==> config.mk <==
export PLATFORM = sky130hd
export DESIGN_NAME = pipe_hazard_ctrl_flat
export DESIGN_NICKNAME = d
export VERILOG_FILES = /design/src/rtl/pipe_hazard_ctrl_pkg.sv /design/src/rtl/pipe_hazard_ctrl_if.sv /design/src/rtl/pipe_hazard_ctrl_fwd_select.sv /design/src/rtl/pipe_hazard_ctrl.sv /design/src/flat_wrapper.sv
export SDC_FILE = /design/constraint.sdc
export NUM_CORES = 1
export LEC_CHECK = 0
export ABC_AREA = 1
export CAP_MARGIN = 10
export CORE_ASPECT_RATIO = 0.75
export CORE_MARGIN = 3
export CORE_UTILIZATION = 52
export CTS_BUF_LIST = sky130_fd_sc_hd__clkbuf_4
export DETAILED_ROUTE_END_ITERATION = 8
export DONT_BUFFER_PORTS = 1
export GPL_ROUTABILITY_DRIVEN = 0
export GPL_TIMING_DRIVEN = 0
export PLACE_DENSITY_LB_ADDON = 0.25
export SLEW_MARGIN = 25
export SYNTH_ARGS = -nofsm -noshare
export SYNTH_HDL_FRONTEND = slang
export SYNTH_SLANG_ARGS = --single-unit
==> constraint.sdc <==
create_clock -name clk -period 1.9 [get_ports clk]
set_clock_uncertainty 0.15 [all_clocks]
set_input_delay 0.19 -clock clk [delete_from_list [all_inputs] [get_ports clk]]
set_output_delay 0.19 -clock clk [all_outputs]
set_load 0.01 [all_outputs]
==> src/rtl/pipe_hazard_ctrl_pkg.sv <==
// Shared types and constants for the pipeline hazard controller.
package pipe_hazard_ctrl_pkg;

  typedef enum logic [1:0] {
    ST_RUN       = 2'd0,
    ST_LOAD_USE  = 2'd1,
    ST_DMEM_WAIT = 2'd2,
    ST_REDIRECT  = 2'd3
  } state_e;

  localparam logic [1:0] FWD_RF  = 2'd0;
  localparam logic [1:0] FWD_MEM = 2'd1;
  localparam logic [1:0] FWD_WB  = 2'd2;

endpackage

==> src/rtl/pipe_hazard_ctrl_if.sv <==
// Bundle between the core pipeline (master) and the hazard controller (slave).
interface pipe_hazard_ctrl_if #(
  parameter int unsigned REG_AW = 5,
  parameter int unsigned CNT_W  = 16
);
  logic [REG_AW-1:0] id_rs1;
  logic [REG_AW-1:0] id_rs2;
  logic [1:0]        id_rs_used;
  logic [REG_AW-1:0] ex_rd;
  logic              ex_reg_write;
  logic              ex_load;
  logic [REG_AW-1:0] mem_rd;
  logic              mem_reg_write;
  logic [REG_AW-1:0] wb_rd;
  logic              wb_reg_write;
  logic              ex_redirect;
  logic              dmem_request;
  logic              dmem_valid;
  logic              imem_valid;

  logic              stall_if;
  logic              stall_id;
  logic              stall_ex;
  logic              flush_id;
  logic              flush_ex;
  logic [1:0]        fwd_a_sel;
  logic [1:0]        fwd_b_sel;
  logic              bus_error;
  logic [CNT_W-1:0]  stall_cycles;

  modport master (
    output id_rs1, id_rs2, id_rs_used, ex_rd, ex_reg_write, ex_load,
           mem_rd, mem_reg_write, wb_rd, wb_reg_write, ex_redirect,
           dmem_request, dmem_valid, imem_valid,
    input  stall_if, stall_id, stall_ex, flush_id, flush_ex,
           fwd_a_sel, fwd_b_sel, bus_error, stall_cycles
  );

  modport slave (
    input  id_rs1, id_rs2, id_rs_used, ex_rd, ex_reg_write, ex_load,
           mem_rd, mem_reg_write, wb_rd, wb_reg_write, ex_redirect,
           dmem_request, dmem_valid, imem_valid,
    output stall_if, stall_id, stall_ex, flush_id, flush_ex,
           fwd_a_sel, fwd_b_sel, bus_error, stall_cycles
  );
endinterface

==> src/rtl/pipe_hazard_ctrl_fwd_select.sv <==
// Per-operand forwarding source select; the mem stage is younger and wins over wb.
module pipe_hazard_ctrl_fwd_select
  import pipe_hazard_ctrl_pkg::*;
#(
  parameter int unsigned REG_AW = 5,
  parameter bit          WB_EN  = 1'b0
) (
  input  logic [REG_AW-1:0] rs,
  input  logic [REG_AW-1:0] mem_rd,
  input  logic              mem_reg_write,
  input  logic [REG_AW-1:0] wb_rd,
  input  logic              wb_reg_write,
  output logic [1:0]        sel_c
);

  always_comb begin
    sel_c = FWD_RF;
    if (mem_reg_write && (mem_rd != '0) && (mem_rd == rs)) begin
      sel_c = FWD_MEM;
    end else if (WB_EN && wb_reg_write && (wb_rd != '0) && (wb_rd == rs)) begin
      sel_c = FWD_WB;
    end
  end

endmodule

==> src/rtl/pipe_hazard_ctrl.sv <==
// Central stall/flush/forwarding controller: load-use bubbles, dmem freeze with
// timeout, EX redirect flush, imem bubble and a saturating stall counter.
module pipe_hazard_ctrl
  import pipe_hazard_ctrl_pkg::*;
#(
  parameter int unsigned NUM_STAGES   = 4,
  parameter int unsigned REG_AW       = 5,
  parameter int unsigned LU_BUBBLES   = 1,
  parameter int unsigned DMEM_TIMEOUT = 64,
  parameter int unsigned CNT_W        = 16
) (
  input  logic               clk,
  input  logic               rst,
  pipe_hazard_ctrl_if.slave  bus
);

  localparam int unsigned BUB_W = (LU_BUBBLES > 1) ? $clog2(LU_BUBBLES) : 1;
  localparam int unsigned TMO_W = $clog2(DMEM_TIMEOUT + 1);
  localparam logic [BUB_W-1:0] BUB_LAST = BUB_W'(LU_BUBBLES - 1);
  localparam logic [TMO_W-1:0] TMO_LAST = TMO_W'(DMEM_TIMEOUT - 1);
  localparam bit WB_EN = (NUM_STAGES == 5);

  state_e             state, state_nxt;
  logic [BUB_W-1:0]   bub_cnt, bub_nxt;
  logic [TMO_W-1:0]   tmo_cnt, tmo_nxt;
  logic [CNT_W-1:0]   stall_cnt;
  logic               bus_error_q, bus_error_nxt;
  logic               stall_if_s, stall_id_s, stall_ex_s, flush_id_s, flush_ex_s;
  logic               lu_hazard;

  assign lu_hazard = bus.ex_load && bus.ex_reg_write && (bus.ex_rd != '0) &&
                     ((bus.id_rs_used[0] && (bus.id_rs1 == bus.ex_rd)) ||
                      (bus.id_rs_used[1] && (bus.id_rs2 == bus.ex_rd)));

  // Next state and per-state pipe control.
  always_comb begin
    state_nxt     = state;
    bub_nxt       = bub_cnt;
    tmo_nxt       = '0;
    bus_error_nxt = 1'b0;
    stall_if_s    = 1'b0;
    stall_id_s    = 1'b0;
    stall_ex_s    = 1'b0;
    flush_id_s    = 1'b0;
    flush_ex_s    = 1'b0;
    unique case (state)
      ST_RUN: begin
        if (bus.dmem_request && !bus.dmem_valid) begin
          state_nxt = ST_DMEM_WAIT;
        end else if (bus.ex_redirect) begin
          state_nxt = ST_REDIRECT;
        end else if (lu_hazard) begin
          state_nxt = ST_LOAD_USE;
          bub_nxt   = '0;
        end
        if (!bus.imem_valid) begin
          stall_if_s = 1'b1;
          flush_id_s = 1'b1;
        end
      end
      ST_LOAD_USE: begin
        stall_if_s = 1'b1;
        stall_id_s = 1'b1;
        flush_ex_s = 1'b1;
        if (bub_cnt == BUB_LAST) begin
          state_nxt = ST_RUN;
        end else begin
          bub_nxt = BUB_W'(bub_cnt + 1'b1);
        end
      end
      ST_DMEM_WAIT: begin
        stall_if_s = 1'b1;
        stall_id_s = 1'b1;
        stall_ex_s = 1'b1;
        tmo_nxt    = TMO_W'(tmo_cnt + 1'b1);
        if (bus.dmem_valid) begin
          state_nxt = ST_RUN;
        end else if (tmo_cnt == TMO_LAST) begin
          state_nxt     = ST_RUN;
          bus_error_nxt = 1'b1;
        end
      end
      ST_REDIRECT: begin
        flush_id_s = 1'b1;
        flush_ex_s = 1'b1;
        state_nxt  = ST_RUN;
      end
      default: state_nxt = ST_RUN;
    endcase
  end

  always_ff @(posedge clk or posedge rst) begin
    if (rst) begin
      state       <= ST_RUN;
      bub_cnt     <= '0;
      tmo_cnt     <= '0;
      bus_error_q <= 1'b0;
      stall_cnt   <= '0;
    end else begin
      state       <= state_nxt;
      bub_cnt     <= bub_nxt;
      tmo_cnt     <= tmo_nxt;
      bus_error_q <= bus_error_nxt;
      if (stall_if_s && (stall_cnt != '1)) begin
        stall_cnt <= CNT_W'(stall_cnt + 1'b1);
      end
    end
  end

  // Reset holds stalls low and loads bubbles into ID/EX.
  assign bus.stall_if     = stall_if_s & ~rst;
  assign bus.stall_id     = stall_id_s & ~rst;
  assign bus.stall_ex     = stall_ex_s & ~rst;
  assign bus.flush_id     = flush_id_s | rst;
  assign bus.flush_ex     = flush_ex_s | rst;
  assign bus.bus_error    = bus_error_q;
  assign bus.stall_cycles = stall_cnt;

  pipe_hazard_ctrl_fwd_select #(.REG_AW(REG_AW), .WB_EN(WB_EN)) u_fwd_a (
    .rs            (bus.id_rs1),
    .mem_rd        (bus.mem_rd),
    .mem_reg_write (bus.mem_reg_write),
    .wb_rd         (bus.wb_rd),
    .wb_reg_write  (bus.wb_reg_write),
    .sel_c         (bus.fwd_a_sel)
  );

  pipe_hazard_ctrl_fwd_select #(.REG_AW(REG_AW), .WB_EN(WB_EN)) u_fwd_b (
    .rs            (bus.id_rs2),
    .mem_rd        (bus.mem_rd),
    .mem_reg_write (bus.mem_reg_write),
    .wb_rd         (bus.wb_rd),
    .wb_reg_write  (bus.wb_reg_write),
    .sel_c         (bus.fwd_b_sel)
  );

endmodule

==> src/flat_wrapper.sv <==
// flat-port wrapper written by rule: the top's interface ports become plain ports
module pipe_hazard_ctrl_flat import pipe_hazard_ctrl_pkg::*;
#(
  parameter int unsigned NUM_STAGES   = 4,
  parameter int unsigned REG_AW       = 5,
  parameter int unsigned LU_BUBBLES   = 1,
  parameter int unsigned DMEM_TIMEOUT = 64,
  parameter int unsigned CNT_W        = 16
)
  (clk, rst, bus_id_rs1, bus_id_rs2, bus_id_rs_used, bus_ex_rd, bus_ex_reg_write, bus_ex_load, bus_mem_rd, bus_mem_reg_write, bus_wb_rd, bus_wb_reg_write, bus_ex_redirect, bus_dmem_request, bus_dmem_valid, bus_imem_valid, bus_stall_if, bus_stall_id, bus_stall_ex, bus_flush_id, bus_flush_ex, bus_fwd_a_sel, bus_fwd_b_sel, bus_bus_error, bus_stall_cycles);
  pipe_hazard_ctrl_if #(.REG_AW(REG_AW), .CNT_W(CNT_W)) bus_i ();
  input  logic clk;
  input  logic rst;
  input wire logic [$bits(bus_i.id_rs1)-1:0] bus_id_rs1;
  input wire logic [$bits(bus_i.id_rs2)-1:0] bus_id_rs2;
  input wire logic [$bits(bus_i.id_rs_used)-1:0] bus_id_rs_used;
  input wire logic [$bits(bus_i.ex_rd)-1:0] bus_ex_rd;
  input wire logic [$bits(bus_i.ex_reg_write)-1:0] bus_ex_reg_write;
  input wire logic [$bits(bus_i.ex_load)-1:0] bus_ex_load;
  input wire logic [$bits(bus_i.mem_rd)-1:0] bus_mem_rd;
  input wire logic [$bits(bus_i.mem_reg_write)-1:0] bus_mem_reg_write;
  input wire logic [$bits(bus_i.wb_rd)-1:0] bus_wb_rd;
  input wire logic [$bits(bus_i.wb_reg_write)-1:0] bus_wb_reg_write;
  input wire logic [$bits(bus_i.ex_redirect)-1:0] bus_ex_redirect;
  input wire logic [$bits(bus_i.dmem_request)-1:0] bus_dmem_request;
  input wire logic [$bits(bus_i.dmem_valid)-1:0] bus_dmem_valid;
  input wire logic [$bits(bus_i.imem_valid)-1:0] bus_imem_valid;
  output wire logic [$bits(bus_i.stall_if)-1:0] bus_stall_if;
  output wire logic [$bits(bus_i.stall_id)-1:0] bus_stall_id;
  output wire logic [$bits(bus_i.stall_ex)-1:0] bus_stall_ex;
  output wire logic [$bits(bus_i.flush_id)-1:0] bus_flush_id;
  output wire logic [$bits(bus_i.flush_ex)-1:0] bus_flush_ex;
  output wire logic [$bits(bus_i.fwd_a_sel)-1:0] bus_fwd_a_sel;
  output wire logic [$bits(bus_i.fwd_b_sel)-1:0] bus_fwd_b_sel;
  output wire logic [$bits(bus_i.bus_error)-1:0] bus_bus_error;
  output wire logic [$bits(bus_i.stall_cycles)-1:0] bus_stall_cycles;
  assign bus_i.id_rs1 = bus_id_rs1;
  assign bus_i.id_rs2 = bus_id_rs2;
  assign bus_i.id_rs_used = bus_id_rs_used;
  assign bus_i.ex_rd = bus_ex_rd;
  assign bus_i.ex_reg_write = bus_ex_reg_write;
  assign bus_i.ex_load = bus_ex_load;
  assign bus_i.mem_rd = bus_mem_rd;
  assign bus_i.mem_reg_write = bus_mem_reg_write;
  assign bus_i.wb_rd = bus_wb_rd;
  assign bus_i.wb_reg_write = bus_wb_reg_write;
  assign bus_i.ex_redirect = bus_ex_redirect;
  assign bus_i.dmem_request = bus_dmem_request;
  assign bus_i.dmem_valid = bus_dmem_valid;
  assign bus_i.imem_valid = bus_imem_valid;
  assign bus_stall_if = bus_i.stall_if;
  assign bus_stall_id = bus_i.stall_id;
  assign bus_stall_ex = bus_i.stall_ex;
  assign bus_flush_id = bus_i.flush_id;
  assign bus_flush_ex = bus_i.flush_ex;
  assign bus_fwd_a_sel = bus_i.fwd_a_sel;
  assign bus_fwd_b_sel = bus_i.fwd_b_sel;
  assign bus_bus_error = bus_i.bus_error;
  assign bus_stall_cycles = bus_i.stall_cycles;
  pipe_hazard_ctrl #(.NUM_STAGES(NUM_STAGES), .REG_AW(REG_AW), .LU_BUBBLES(LU_BUBBLES), .DMEM_TIMEOUT(DMEM_TIMEOUT), .CNT_W(CNT_W)) u_core (.clk(clk), .rst(rst), .bus(bus_i));
endmodule
==> impl_results.html, run 1 <==
<table>
<tr><th>Metric</th><th>Value</th></tr>
<tr><th colspan="2">Global route</th></tr>
<tr><td>Number of antenna violations at the first check in global routing</td><td>0</td></tr>
<tr><td>Total track usage</td><td>21.0%</td></tr>
<tr><td>Overall overflow remaining after global route</td><td>0</td></tr>
<tr><td>Pin count of the biggest net entering global routing</td><td>27</td></tr>
<tr><td>Global-route wire length before repair</td><td>7160 um</td></tr>
<tr><td>Number of global-route vias before repair</td><td>1673</td></tr>
<tr><th colspan="2">Floorplanning</th></tr>
<tr><td>Core Area</td><td>3380 um^2</td></tr>
<tr><td>Overall die area</td><td>between 4000 and 5000 um^2</td></tr>
<tr><td>Starting density of the core</td><td>55.5%</td></tr>
<tr><td>Std-Cell Rows</td><td>18</td></tr>
<tr><td>Vertical extent of the die</td><td>58.0 um</td></tr>
<tr><td>Die span in x</td><td>approximately 75 um</td></tr>
<tr><td>I/O pin count</td><td>63</td></tr>
<tr><th colspan="2">Hold path</th></tr>
<tr><td>Worst hold-check path type</td><td>in2reg</td></tr>
<tr><th colspan="2">Logic synthesis</th></tr>
<tr><td>Syn_area_per_cell</td><td>6.94 um^2</td></tr>
<tr><td>Share of synthesized flip-flops with an asynchronous set or reset</td><td>between 90% and 100%</td></tr>
<tr><td>Post-synth top area share</td><td>34.7%</td></tr>
<tr><td>Cell count after synthesis</td><td>270</td></tr>
<tr><td>Portion of the post-synthesis area used by sequential elements</td><td>34.7%</td></tr>
<tr><td>Number of flops mapped to enable cells by yosys</td><td>0</td></tr>
<tr><td>Number of library cell types mapped by synthesis</td><td>26</td></tr>
<tr><td>Main flop type after synthesis</td><td>sky130_fd_sc_hd__dfrtp_1</td></tr>
<tr><td>Top cells by area, synth</td><td>sky130_fd_sc_hd__dfrtp_1 (35%), sky130_fd_sc_hd__nand2_1 (16%), sky130_fd_sc_hd__inv_1 (8.2%), sky130_fd_sc_hd__xnor2_1 (6.5%), sky130_fd_sc_hd__nor2_1 (6.2%)</td></tr>
<tr><td>Cell with the most instances after synthesis</td><td>sky130_fd_sc_hd__nand2_1</td></tr>
<tr><td>Number of warnings printed during yosys synthesis</td><td>0</td></tr>
<tr><td>Cell accounting for the most synthesized area</td><td>sky130_fd_sc_hd__dfrtp_1</td></tr>
<tr><td>Register bit count reported by yosys</td><td>26</td></tr>
<tr><td>Top cell types by occurrence after synthesis</td><td>sky130_fd_sc_hd__nand2_1 (79), sky130_fd_sc_hd__inv_1 (41), sky130_fd_sc_hd__nor2_1 (31)</td></tr>
<tr><td>Area of the mapped netlist</td><td>1870 um^2</td></tr>
<tr><th colspan="2">Routing</th></tr>
<tr><td>Remaining design rule violation count</td><td>0</td></tr>
<tr><td>Via Count</td><td>roughly 1800</td></tr>
<tr><td>Total length of routed wires</td><td>4770 um</td></tr>
<tr><td>Routed wire per std cell</td><td>14.2 um</td></tr>
<tr><td>Number of nets still failing antenna checks after routing</td><td>0</td></tr>
<tr><td>Number of vias per cell after detailed routing</td><td>around 5.3</td></tr>
<tr><td>Detailed Route Iter0 Violations</td><td>173</td></tr>
<tr><td>First-pass DRT Iterations</td><td>4</td></tr>
<tr><th colspan="2">Clocking</th></tr>
<tr><td>TritonCTS buffer count</td><td>3</td></tr>
<tr><td>Root cell of the clock tree</td><td>sky130_fd_sc_hd__clkbuf_4</td></tr>
<tr><td>Clock tree from TritonCTS</td><td>yes</td></tr>
<tr><td>Sink Count</td><td>26</td></tr>
<tr><td>Clock Tree Buf Depth</td><td>2</td></tr>
<tr><td>H-tree depth</td><td>1</td></tr>
<tr><td>Skew-Pair Late Insertion Delay</td><td>350 ps</td></tr>
<tr><td>Clock-pin slew of the registers on the worst-case setup and hold paths</td><td>130 ps</td></tr>
<tr><th colspan="2">Power</th></tr>
<tr><td>Largest vdd supply drop</td><td>slightly above 0.7 mV</td></tr>
<tr><td>Part of the power in combinational logic</td><td>59.7%</td></tr>
<tr><td>Clock network power share</td><td>12.2%</td></tr>
<tr><td>Reg power frac</td><td>28.0%</td></tr>
<tr><td>Sw Ratio</td><td>a little over two fifths</td></tr>
<tr><td>Internal Dissipation</td><td>1.83 mW</td></tr>
<tr><td>Standby leakage power</td><td>~1.1 nW</td></tr>
<tr><td>P per Cell Area</td><td>1370 nW/um^2</td></tr>
<tr><td>Total net switching power</td><td>1.39 mW</td></tr>
<tr><th colspan="2">Finish</th></tr>
<tr><td>Nets@finish</td><td>341</td></tr>
<tr><td>Number of antenna repair diodes</td><td>0</td></tr>
<tr><td>Ratio of cells with drive above 1 in the final layout</td><td>a little under a quarter</td></tr>
<tr><td>Area growth, synth to finish</td><td>26.0%</td></tr>
<tr><td>Cell Count, Final, Fillers Out</td><td>336</td></tr>
<tr><td>Filler Cells Inserted</td><td>263</td></tr>
<tr><th colspan="2">Setup path</th></tr>
<tr><td>Critical path data arrival time</td><td>1630 ps</td></tr>
<tr><td>Endpoint of the worst setup timing path</td><td>bus_stall_if</td></tr>
<tr><td>Cell count of the worst reg-to-reg path</td><td>12</td></tr>
<tr><td>Reg-to-Reg Start</td><td>u_core.state[1]$_DFFE_PP0P_</td></tr>
<tr><td>Count of buffer and inverter cells on the critical path</td><td>3</td></tr>
<tr><td>Number of cells on the critical path</td><td>7</td></tr>
<tr><td>Longest individual stage delay on the worst path</td><td>approximately 420 ps</td></tr>
<tr><td>Critical path required time</td><td>1560 ps</td></tr>
<tr><td>Sort of element at the end of the critical path</td><td>output port</td></tr>
<tr><td>Type of element launching the critical path</td><td>flop</td></tr>
<tr><td>Cells along the critical path</td><td>inv_2, ha_4, inv_2, or2_4, a21oi_4, inv_2, nor2_4</td></tr>
<tr><td>Max FO, Critical Path</td><td>2</td></tr>
<tr><td>Top cell by count, worst path</td><td>sky130_fd_sc_hd__inv_2</td></tr>
<tr><td>Reg2reg end</td><td>u_core.bus.stall_cycles[2]$_DFFE_PP0P_</td></tr>
<tr><td>Slowest library cell on the worst path</td><td>sky130_fd_sc_hd__dfrtp_1</td></tr>
<tr><td>Critical path startpoint</td><td>u_core.state[1]$_DFFE_PP0P_</td></tr>
<tr><td>Worst path top cell family by delay</td><td>flip-flops</td></tr>
<tr><td>Worst reg2reg setup slack</td><td>-60 ps</td></tr>
<tr><td>Critical path class</td><td>reg2out</td></tr>
<tr><th colspan="2">Timing</th></tr>
<tr><td>RSZ-0062 raised after global routing</td><td>true</td></tr>
<tr><td>Max Clock Freq</td><td>0.508 GHz</td></tr>
<tr><td>Final count of hold timing violations</td><td>0</td></tr>
<tr><td>Worst-Margin Slew</td><td>roughly 530 ps</td></tr>
<tr><td>Number of max-slew violations in the final report</td><td>0</td></tr>
<tr><td>Final setup violating endpoints</td><td>7</td></tr>
<tr><td>Share of the clock period used by the worst path</td><td>104%</td></tr>
<tr><td>Setup TNS</td><td>-201 ps</td></tr>
<tr><td>Setup WS post-layout</td><td>-67.2 ps</td></tr>
<tr><td>Clock period minus final worst setup slack</td><td>1970 ps</td></tr>
<tr><td>Slew Limit Headroom</td><td>64.5%</td></tr>
<tr><th colspan="2">Flow run</th></tr>
<tr><td>Number of max-cap violations</td><td>0</td></tr>
<tr><th colspan="2">Placement</th></tr>
<tr><td>Input/output buffers</td><td>0</td></tr>
<tr><td>Post-DP HPWL</td><td>between 3000 and 4000 um</td></tr>
<tr><td>Placed Cells</td><td>311</td></tr>
<tr><th colspan="2">Run status</th></tr>
<tr><td>Violations in the final reports</td><td>negative setup slack</td></tr>
<tr><td>Status</td><td>finished with violations</td></tr>
</table>
-- repair_timing --
item / in CTS / in global routing
endpoints found under the setup margin: 17 / 18
pin swaps: 4 / 10
endpoints found under the hold margin: 28 / 0
cloned: 0 / 2
resized for setup: 11 / 44
setup buffers: 10 / 6
hold buffers: 3 / 0
-- routing by layer --
metal | wire [um] | GRT usage, % | part of all wire [%] | vias to the layer above
met1 | 2180 | 28.9 | 46 | 821
met4 | 60 | 4.74 | 1.3 | 0
li1 | - | - | - | 895
met5 | 0 | 0 | 0 | -
met2 | 2140 | 31.7 | 45 | 71
met3 | 392 | 7.45 | 8.2 | 6
-- per-stage QoR --
step	hold slack [ps]	util [%]	setup WS, ps	power [mW]	area [um^2]
2_1_floorplan	80.0	-	111	1.64	1880
3_3_place_gp	115	57.1	-154	1.83	1930
3_5_place_dp	117	57.1	-168	1.85	1930
4_1_cts	7.32	62.6	-72.8	2.50	2120
5_1_grt	42.9	69.9	-163	3.40	2360
6_report	6.88	69.9	-67.2	3.22	2360
-- power by group through the flow --
stage          clock network (mW)  logic [mW]  registers, mW
2_1_floorplan                   0       0.794          0.847
3_3_place_gp                    0       0.949          0.886
3_5_place_dp                    0       0.960          0.888
4_1_cts                     0.391        1.22          0.887
5_1_grt                     0.418        2.06          0.927
6_report                    0.394        1.93          0.904
-- worst min path at each step --
stage	depth (start not counted)	start	end	slack, ps
after floorplan	1	rst	u_core.bus.bus_error$_DFF_PP0_	80
after global placement	1	bus_dmem_valid	u_core.bus.bus_error$_DFF_PP0_	110
after detailed placement	1	bus_dmem_valid	u_core.bus.bus_error$_DFF_PP0_	120
after CTS	4	bus_ex_redirect	u_core.state[1]$_DFFE_PP0P_	7
after global routing	4	bus_dmem_valid	u_core.state[0]$_DFFE_PP0P_	40
final	4	bus_dmem_valid	u_core.state[0]$_DFFE_PP0P_	7
-- cells in the final DEF (no fill, tap or decap), drive strengths merged, types with 2 or more instances in the layout --
cell type    Yosys  layout
inv             42      42
o21ai           14      14
nand3           14      14
xnor2           14      14
buf              4      20
dfrtp           26      26
nand4            8       8
dlygate4sd3      0       3
clkbuf           0       5
or2              2       2
a21oi            8       8
nor2            32      32
ha               7       7
xor2             7       7
nand2           81      81
conb             1       2
nor3             8       8
-- cells by family (layout without fill, tap and decap cells) --
group,after synthesis,after routing,share of synthesized area [%]
AO/OA/AOI/OAI,23,23,7.14
XOR/XNOR,21,21,9.81
adder cells (fa/ha/maj),7,7,4.67
buffers and inverters,46,71,10.3
flip-flops,26,26,34.7
other,1,2,0.200
AND/OR/NAND/NOR,146,146,33.1
-- final cells by class --
class / count / area [um^2] / area share (%)
buffer: 4 / 45.0 / 1.91
inverter: 42 / 165 / 7.00
sequential: 26 / 653 / 27.7
timing repair buffer: 21 / 211 / 8.96
clock buffer: 3 / 22.5 / 0.954
clock inverter: 1 / 30.0 / 1.27
tap: 40 / 50.0 / 2.12
multi-input combinational: 199 / 1180 / 50.1
-- state kept, by name, summed over array words and instances (netlist names) --
register                 count
u_core.bus.bus_error         1
u_core.bus.stall_cycles     16
u_core.state                 2
u_core.tmo_cnt               7
-- worst reg2reg max path: stages, from the launching register on --
cell	delay (ps)
sky130_fd_sc_hd__dfrtp_1	420
sky130_fd_sc_hd__inv_2	100
sky130_fd_sc_hd__ha_4	140
sky130_fd_sc_hd__inv_2	40
sky130_fd_sc_hd__or2_4	270
sky130_fd_sc_hd__a21oi_4	170
sky130_fd_sc_hd__buf_4	160
sky130_fd_sc_hd__nand2_8	80
sky130_fd_sc_hd__inv_8	100
sky130_fd_sc_hd__buf_4	100
sky130_fd_sc_hd__nand2_1	40
sky130_fd_sc_hd__nand2_1	60
sky130_fd_sc_hd__nand2_1	60
Note: power is estimated with default switching activity, not from simulation.
==> inputs of run 2 (changes only) <==
--- a/config.mk
+++ b/config.mk
@@ -16,7 +16,7 @@
 export GPL_ROUTABILITY_DRIVEN = 0
 export GPL_TIMING_DRIVEN = 0
 export PLACE_DENSITY_LB_ADDON = 0.25
-export SLEW_MARGIN = 25
+export SKIP_CTS_REPAIR_TIMING = 1
 export SYNTH_ARGS = -nofsm -noshare
 export SYNTH_HDL_FRONTEND = slang
 export SYNTH_SLANG_ARGS = --single-unit
==> impl_results.html, run 2 (synthesized netlist as in run 1, its figures left out) <==
<table>
<tr><th>Metric</th><th>Value</th></tr>
<tr><th colspan="2">Timing</th></tr>
<tr><td>Worst hold slack after final layout</td><td>8.83 ps</td></tr>
<tr><td>Clock period minus final worst setup slack</td><td>1960 ps</td></tr>
<tr><td>Number of max-slew violations in the final report</td><td>0</td></tr>
<tr><td>Slew Limit Headroom</td><td>roughly 36%</td></tr>
<tr><td>Setup TNS</td><td>-71.7 ps</td></tr>
<tr><td>Worst-Margin Slew</td><td>961 ps</td></tr>
<tr><td>Final count of hold timing violations</td><td>0</td></tr>
<tr><td>Max Clock Freq</td><td>between 0.5 and 0.6 GHz</td></tr>
<tr><td>Share of the clock period used by the worst path</td><td>103%</td></tr>
<tr><td>Setup WS post-layout</td><td>-60.5 ps</td></tr>
<tr><td>RSZ-0062 raised after global routing</td><td>true</td></tr>
<tr><td>Final setup violating endpoints</td><td>3</td></tr>
<tr><th colspan="2">Global route</th></tr>
<tr><td>Number of antenna violations at the first check in global routing</td><td>0</td></tr>
<tr><td>Pin count of the biggest net entering global routing</td><td>27</td></tr>
<tr><td>Total track usage</td><td>19.8%</td></tr>
<tr><td>Overall overflow remaining after global route</td><td>0</td></tr>
<tr><td>Number of global-route vias before repair</td><td>1584</td></tr>
<tr><td>Global-route wire length before repair</td><td>6820 um</td></tr>
<tr><th colspan="2">Flow run</th></tr>
<tr><td>Number of max-cap violations</td><td>0</td></tr>
<tr><th colspan="2">Placement</th></tr>
<tr><td>Post-DP HPWL</td><td>3220 um</td></tr>
<tr><td>Post-placement worst setup slack</td><td>-168 ps</td></tr>
<tr><td>Input/output buffers</td><td>0</td></tr>
<tr><td>Placed Cells</td><td>311</td></tr>
<tr><th colspan="2">Routing</th></tr>
<tr><td>Number of nets still failing antenna checks after routing</td><td>0</td></tr>
<tr><td>First-pass DRT Iterations</td><td>4</td></tr>
<tr><td>Total length of routed wires</td><td>4410 um</td></tr>
<tr><td>Remaining design rule violation count</td><td>0</td></tr>
<tr><td>Number of vias per cell after detailed routing</td><td>5.26</td></tr>
<tr><td>Detailed Route Iter0 Violations</td><td>98</td></tr>
<tr><td>Routed wire per std cell</td><td>13.4 um</td></tr>
<tr><td>Via Count</td><td>1735</td></tr>
<tr><th colspan="2">Power</th></tr>
<tr><td>Clock network power share</td><td>14.0%</td></tr>
<tr><td>Internal Dissipation</td><td>1.57 mW</td></tr>
<tr><td>Standby leakage power</td><td>about 1.1 nW</td></tr>
<tr><td>Reg power frac</td><td>32.3%</td></tr>
<tr><td>Largest vdd supply drop</td><td>0.775 mV</td></tr>
<tr><td>Part of the power in combinational logic</td><td>53.7%</td></tr>
<tr><td>P per Cell Area</td><td>1250 nW/um^2</td></tr>
<tr><td>Sw Ratio</td><td>43.7%</td></tr>
<tr><td>Total net switching power</td><td>1.22 mW</td></tr>
<tr><th colspan="2">Clocking</th></tr>
<tr><td>Skew-Pair Late Insertion Delay</td><td>340 ps</td></tr>
<tr><td>H-tree depth</td><td>1</td></tr>
<tr><td>Root cell of the clock tree</td><td>sky130_fd_sc_hd__clkbuf_4</td></tr>
<tr><td>Clock Tree Buf Depth</td><td>2</td></tr>
<tr><td>Clock tree from TritonCTS</td><td>yes</td></tr>
<tr><td>Clock-pin slew of the registers on the worst-case setup and hold paths</td><td>140 ps</td></tr>
<tr><td>TritonCTS buffer count</td><td>3</td></tr>
<tr><td>Sink Count</td><td>26</td></tr>
<tr><th colspan="2">Setup path</th></tr>
<tr><td>Critical path class</td><td>reg2out</td></tr>
<tr><td>Reg-to-Reg Start</td><td>u_core.bus.stall_cycles[0]$_DFFE_PP0P_</td></tr>
<tr><td>Critical path startpoint</td><td>u_core.state[0]$_DFFE_PP0P_</td></tr>
<tr><td>Critical path data arrival time</td><td>1620 ps</td></tr>
<tr><td>Type of element launching the critical path</td><td>flop</td></tr>
<tr><td>Sort of element at the end of the critical path</td><td>output port</td></tr>
<tr><td>Max FO, Critical Path</td><td>3</td></tr>
<tr><td>Critical path required time</td><td>1560 ps</td></tr>
<tr><th colspan="2">Floorplanning</th></tr>
<tr><td>Std-Cell Rows</td><td>18</td></tr>
<tr><td>Die span in x</td><td>75.3 um</td></tr>
<tr><td>Core Area</td><td>3380 um^2</td></tr>
<tr><td>Starting density of the core</td><td>between 50% and 60%</td></tr>
<tr><td>Overall die area</td><td>4370 um^2</td></tr>
<tr><td>I/O pin count</td><td>63</td></tr>
<tr><td>Vertical extent of the die</td><td>58.0 um</td></tr>
<tr><th colspan="2">Finish</th></tr>
<tr><td>Filler Cells Inserted</td><td>~290</td></tr>
<tr><td>Number of flip-flops under the largest register name</td><td>16</td></tr>
<tr><td>Nets@finish</td><td>335</td></tr>
<tr><td>Area growth, synth to finish</td><td>18.8%</td></tr>
<tr><td>Highest-count cells in the layout ignoring fill and taps</td><td>sky130_fd_sc_hd__nand2_1 (72), sky130_fd_sc_hd__inv_1 (38), sky130_fd_sc_hd__nor2_1 (29), sky130_fd_sc_hd__dfrtp_1 (24), sky130_fd_sc_hd__xnor2_1 (14)</td></tr>
<tr><td>Ratio of cells with drive above 1 in the final layout</td><td>17.6%</td></tr>
<tr><td>Number of antenna repair diodes</td><td>0</td></tr>
<tr><td>Cell Count, Final, Fillers Out</td><td>330</td></tr>
<tr><td>Commonest non-fill, non-tap cell in the layout</td><td>sky130_fd_sc_hd__nand2_1</td></tr>
<tr><th colspan="2">Hold path</th></tr>
<tr><td>Worst hold-check path type</td><td>in2reg</td></tr>
<tr><td>Startpoint of the most critical hold path</td><td>bus_ex_redirect</td></tr>
<tr><th colspan="2">Run status</th></tr>
<tr><td>Status</td><td>finished with violations</td></tr>
<tr><td>Violations in the final reports</td><td>negative setup slack</td></tr>
</table>
run 2: changes by cell type in the layout (fill, tap and decap cells not counted), moves of 2 or more:
cell | previous run | this run
sky130_fd_sc_hd__o21ai_2 | 8 | 4
sky130_fd_sc_hd__buf_4 | 15 | 12
sky130_fd_sc_hd__inv_1 | 35 | 38
sky130_fd_sc_hd__inv_2 | 6 | 3
sky130_fd_sc_hd__o21ai_0 | 5 | 8
sky130_fd_sc_hd__ha_1 | 4 | 6
sky130_fd_sc_hd__nor2_1 | 27 | 29
sky130_fd_sc_hd__nor2_2 | 4 | 2
run 2: final timing paths:
path | slack [ps] | cells after the start | end
max | -60 | 7 | bus_stall_if
max in group asynchronous | 620 | 2 | u_core.bus.stall_cycles[1]$_DFFE_PP0P_
min | 9 | 4 | u_core.state[1]$_DFFE_PP0P_
max reg2reg | -10 | 9 | u_core.bus.stall_cycles[7]$_DFFE_PP0P_
min in group asynchronous | 350 | 2 | u_core.tmo_cnt[6]$_DFF_PP0_
min reg2reg | 320 | 1 | u_core.tmo_cnt[0]$_DFF_PP0_
run 2: power groups by stage:
stage	combinational (mW)	sequential, mW	clock, mW
after global placement	0.949	0.886	0
after floorplan	0.794	0.847	0
after detailed placement	0.960	0.888	0
after global routing	1.64	0.923	0.419
final	1.50	0.900	0.391
after CTS	0.963	0.877	0.391
run 2: layout make-up:
class / count / area (um^2) / area share (%)
multi-input combinational: 199 / 1130 / 50.6
sequential: 26 / 653 / 29.3
inverter: 42 / 163 / 7.30
timing repair buffer: 15 / 141 / 6.35
tap: 40 / 50.0 / 2.25
buffer: 4 / 41.3 / 1.85
clock inverter: 1 / 30.0 / 1.35
clock buffer: 3 / 22.5 / 1.01
run 2: per-layer routing:
layer	global-route usage, %	part of all wire (%)	vias to the layer above
met3	6.59	6.4	2
li1	-	-	883
met4	2.99	0.54	0
met1	27.5	47	797
met5	0	0	-
met2	30.6	46	53
run 2: through the flow:
stage	util, %	total power [mW]	instance area, um^2
after floorplan	-	1.64	1880
after global placement	57.1	1.83	1930
after detailed placement	57.1	1.85	1930
after CTS	58.6	2.23	1980
after global routing	65.9	2.98	2230
final	65.9	2.79	2230
run 2: critical path: stages, from the launching register on:
cell and delay, ps:
sky130_fd_sc_hd__dfrtp_1 430, sky130_fd_sc_hd__inv_2 80, sky130_fd_sc_hd__ha_1 140, sky130_fd_sc_hd__inv_1 50, sky130_fd_sc_hd__or2_4 240, sky130_fd_sc_hd__a21oi_4 190
sky130_fd_sc_hd__inv_2 60, sky130_fd_sc_hd__nor2_4 100
==> variant: new RTL, flow settings as in run 2 <==
`REG_AW` is set to 5 in 4 places; all go to 6.
--- a/src/rtl/pipe_hazard_ctrl_if.sv
+++ b/src/rtl/pipe_hazard_ctrl_if.sv
@@ -2,3 +2,3 @@
 interface pipe_hazard_ctrl_if #(
-  parameter int unsigned REG_AW = 5,
+  parameter int unsigned REG_AW = 6,
   parameter int unsigned CNT_W  = 16
--- a/src/rtl/pipe_hazard_ctrl_fwd_select.sv
+++ b/src/rtl/pipe_hazard_ctrl_fwd_select.sv
@@ -4,3 +4,3 @@
 #(
-  parameter int unsigned REG_AW = 5,
+  parameter int unsigned REG_AW = 6,
   parameter bit          WB_EN  = 1'b0
--- a/src/rtl/pipe_hazard_ctrl.sv
+++ b/src/rtl/pipe_hazard_ctrl.sv
@@ -6,3 +6,3 @@
   parameter int unsigned NUM_STAGES   = 4,
-  parameter int unsigned REG_AW       = 5,
+  parameter int unsigned REG_AW       = 6,
   parameter int unsigned LU_BUBBLES   = 1,
--- a/src/flat_wrapper.sv
+++ b/src/flat_wrapper.sv
@@ -4,3 +4,3 @@
   parameter int unsigned NUM_STAGES   = 4,
-  parameter int unsigned REG_AW       = 5,
+  parameter int unsigned REG_AW       = 6,
   parameter int unsigned LU_BUBBLES   = 1,
Ports: changed (5 resized); port bits go from 63 to 68. The function was not compared with the original's and may differ.
==> variant against run 2 <==
- the flow finishes with violations (hold timing, setup timing)
- synthesized cell count fell by 2.2%
- area after synthesis fell by 0.53%
- setup slack got worse by 0.029 ns
- wire length fell by 9.0%
- sequential share of layout area rose by 1.0 points
- power fell by 19%
- sequential cell count did not move
- design area fell by 3.4%
==> variant: results (changes against run 2) <==
Num CTS Buffers -> 3 (unchanged)
gr usage total -> 0.179 (-0.0189)
CP arrival -> 1.65 ns (+0.03 ns)
WL met3 -> 268 um (-4.3%)
R2R Path End -> u_core.bus.stall_cycles[5]$_DFFE_PP0P_
first-pass GRT wire length -> 6.12 mm (-10%)
DR WL met2 -> 1.81 mm (-10%)
Nets -> 330 (-1.5%)
Vias/cell -> 5.00 (-4.9%)
final setup violation count -> 12 (+9)
largest net degree at the start of global routing -> 27 (unchanged)
Peak VDD IR -> 0.000677 V (-13%)
top post-synthesis cells by count -> nand2_1, inv_1, nor2_1
synth top area cells -> dfrtp_1, nand2_1, inv_1
hold slack -> -0.0119 ns (-0.0207 ns)
R2R depth -> 11 (+2)
failing checks -> hold timing, setup timing
setup ws final -> -0.0890 ns (-0.0285 ns)
dpl cell area -> 1920 um2 (-0.52%)
proportion of layout cells with a drive suffix above 1 -> 0.161 (-0.0151)
initial antenna violation count -> 0 (unchanged)
final hold vios -> 2 (+2)
drt wl/cell -> 12.5 um (-6.2%)
status -> complete, but fails checks
post-synthesis sequential area ratio -> 0.349 (+0.00186)
count of different cell masters after synthesis -> 29 (+12%)
HPWL Detailed -> 3.13 mm (-2.8%)
Hold Path End -> u_core.state[0]$_DFFE_PP0P_
top routing layer in use -> met4
P_leak -> 1.13 nW (+2.6%)
hold_sp -> bus_dmem_valid
fillcell total -> 303 (+6.3%)
Worst Tran Pin Value -> 0.945 ns (-0.0158 ns)
vias in the first global route -> 1,419 (-10%)
1st-iter DRT viols -> 58 (-41%)
WL met1 -> 1.92 mm (-8.0%)
[variant: cell types whose count changed after synthesis, sizes merged, moves of 3 or more]
cell and change:
inv +7, nand2 -15, nor2 +8, o21ai -8, xnor2 -3, xor2 +3
[variant: metrics by stage]
stage,setup slack (ns),instances,utilization,setup TNS [ns]
after floorplan,0.138,265,-,0
after global placement,-0.0472,305,0.572,-0.127
after detailed placement,-0.0649,305,0.572,-0.175
after CTS,-0.211,309,0.587,-0.724
after global routing,-0.179,320,0.641,-1.81
final,-0.0890,320,0.641,-0.655
[variant: cell families after synthesis]
logic type	after synthesis	share of synthesized area
and+or+nand+nor	137	0.323
buffers and inverters	52	0.114
DFF	26	0.349
xor gates and xnor gates	21	0.0987
AOI/OAI and AO/OA	20	0.0664
adders and majority gates	7	0.0470
other	1	0.00201
[variant: layer usage]
metal	vias to the layer above	track usage
met5	-	0
met2	42	0.266
met3	2	0.0589
met4	0	0.0274
met1	709	0.260
li1	847	-
[variant: layout make-up]
| class | count | area [um2] | share of cell area |
|---|---|---|---|
| tap | 40 | 50.0 | 0.0233 |
| buffer | 3 | 35.0 | 0.0163 |
| multi-input combinational | 187 | 1070 | 0.499 |
| inverter | 49 | 189 | 0.0878 |
| timing repair buffer | 11 | 97.6 | 0.0454 |
| sequential | 26 | 653 | 0.304 |
| clock buffer | 3 | 22.5 | 0.0105 |
| clock inverter | 1 | 30.0 | 0.0140 |
[variant: power breakdown]
part | internal, W | leakage, nW | switching [W] | total (W)
sequential | 0.000658 | 0.342 | 0.000153 | 0.000811
clock | 0.000214 | 0.0279 | 0.000167 | 0.000380
combinational | 0.000492 | 0.756 | 0.000585 | 0.00108
total | 0.00136 | 1.13 | 0.000905 | 0.00227
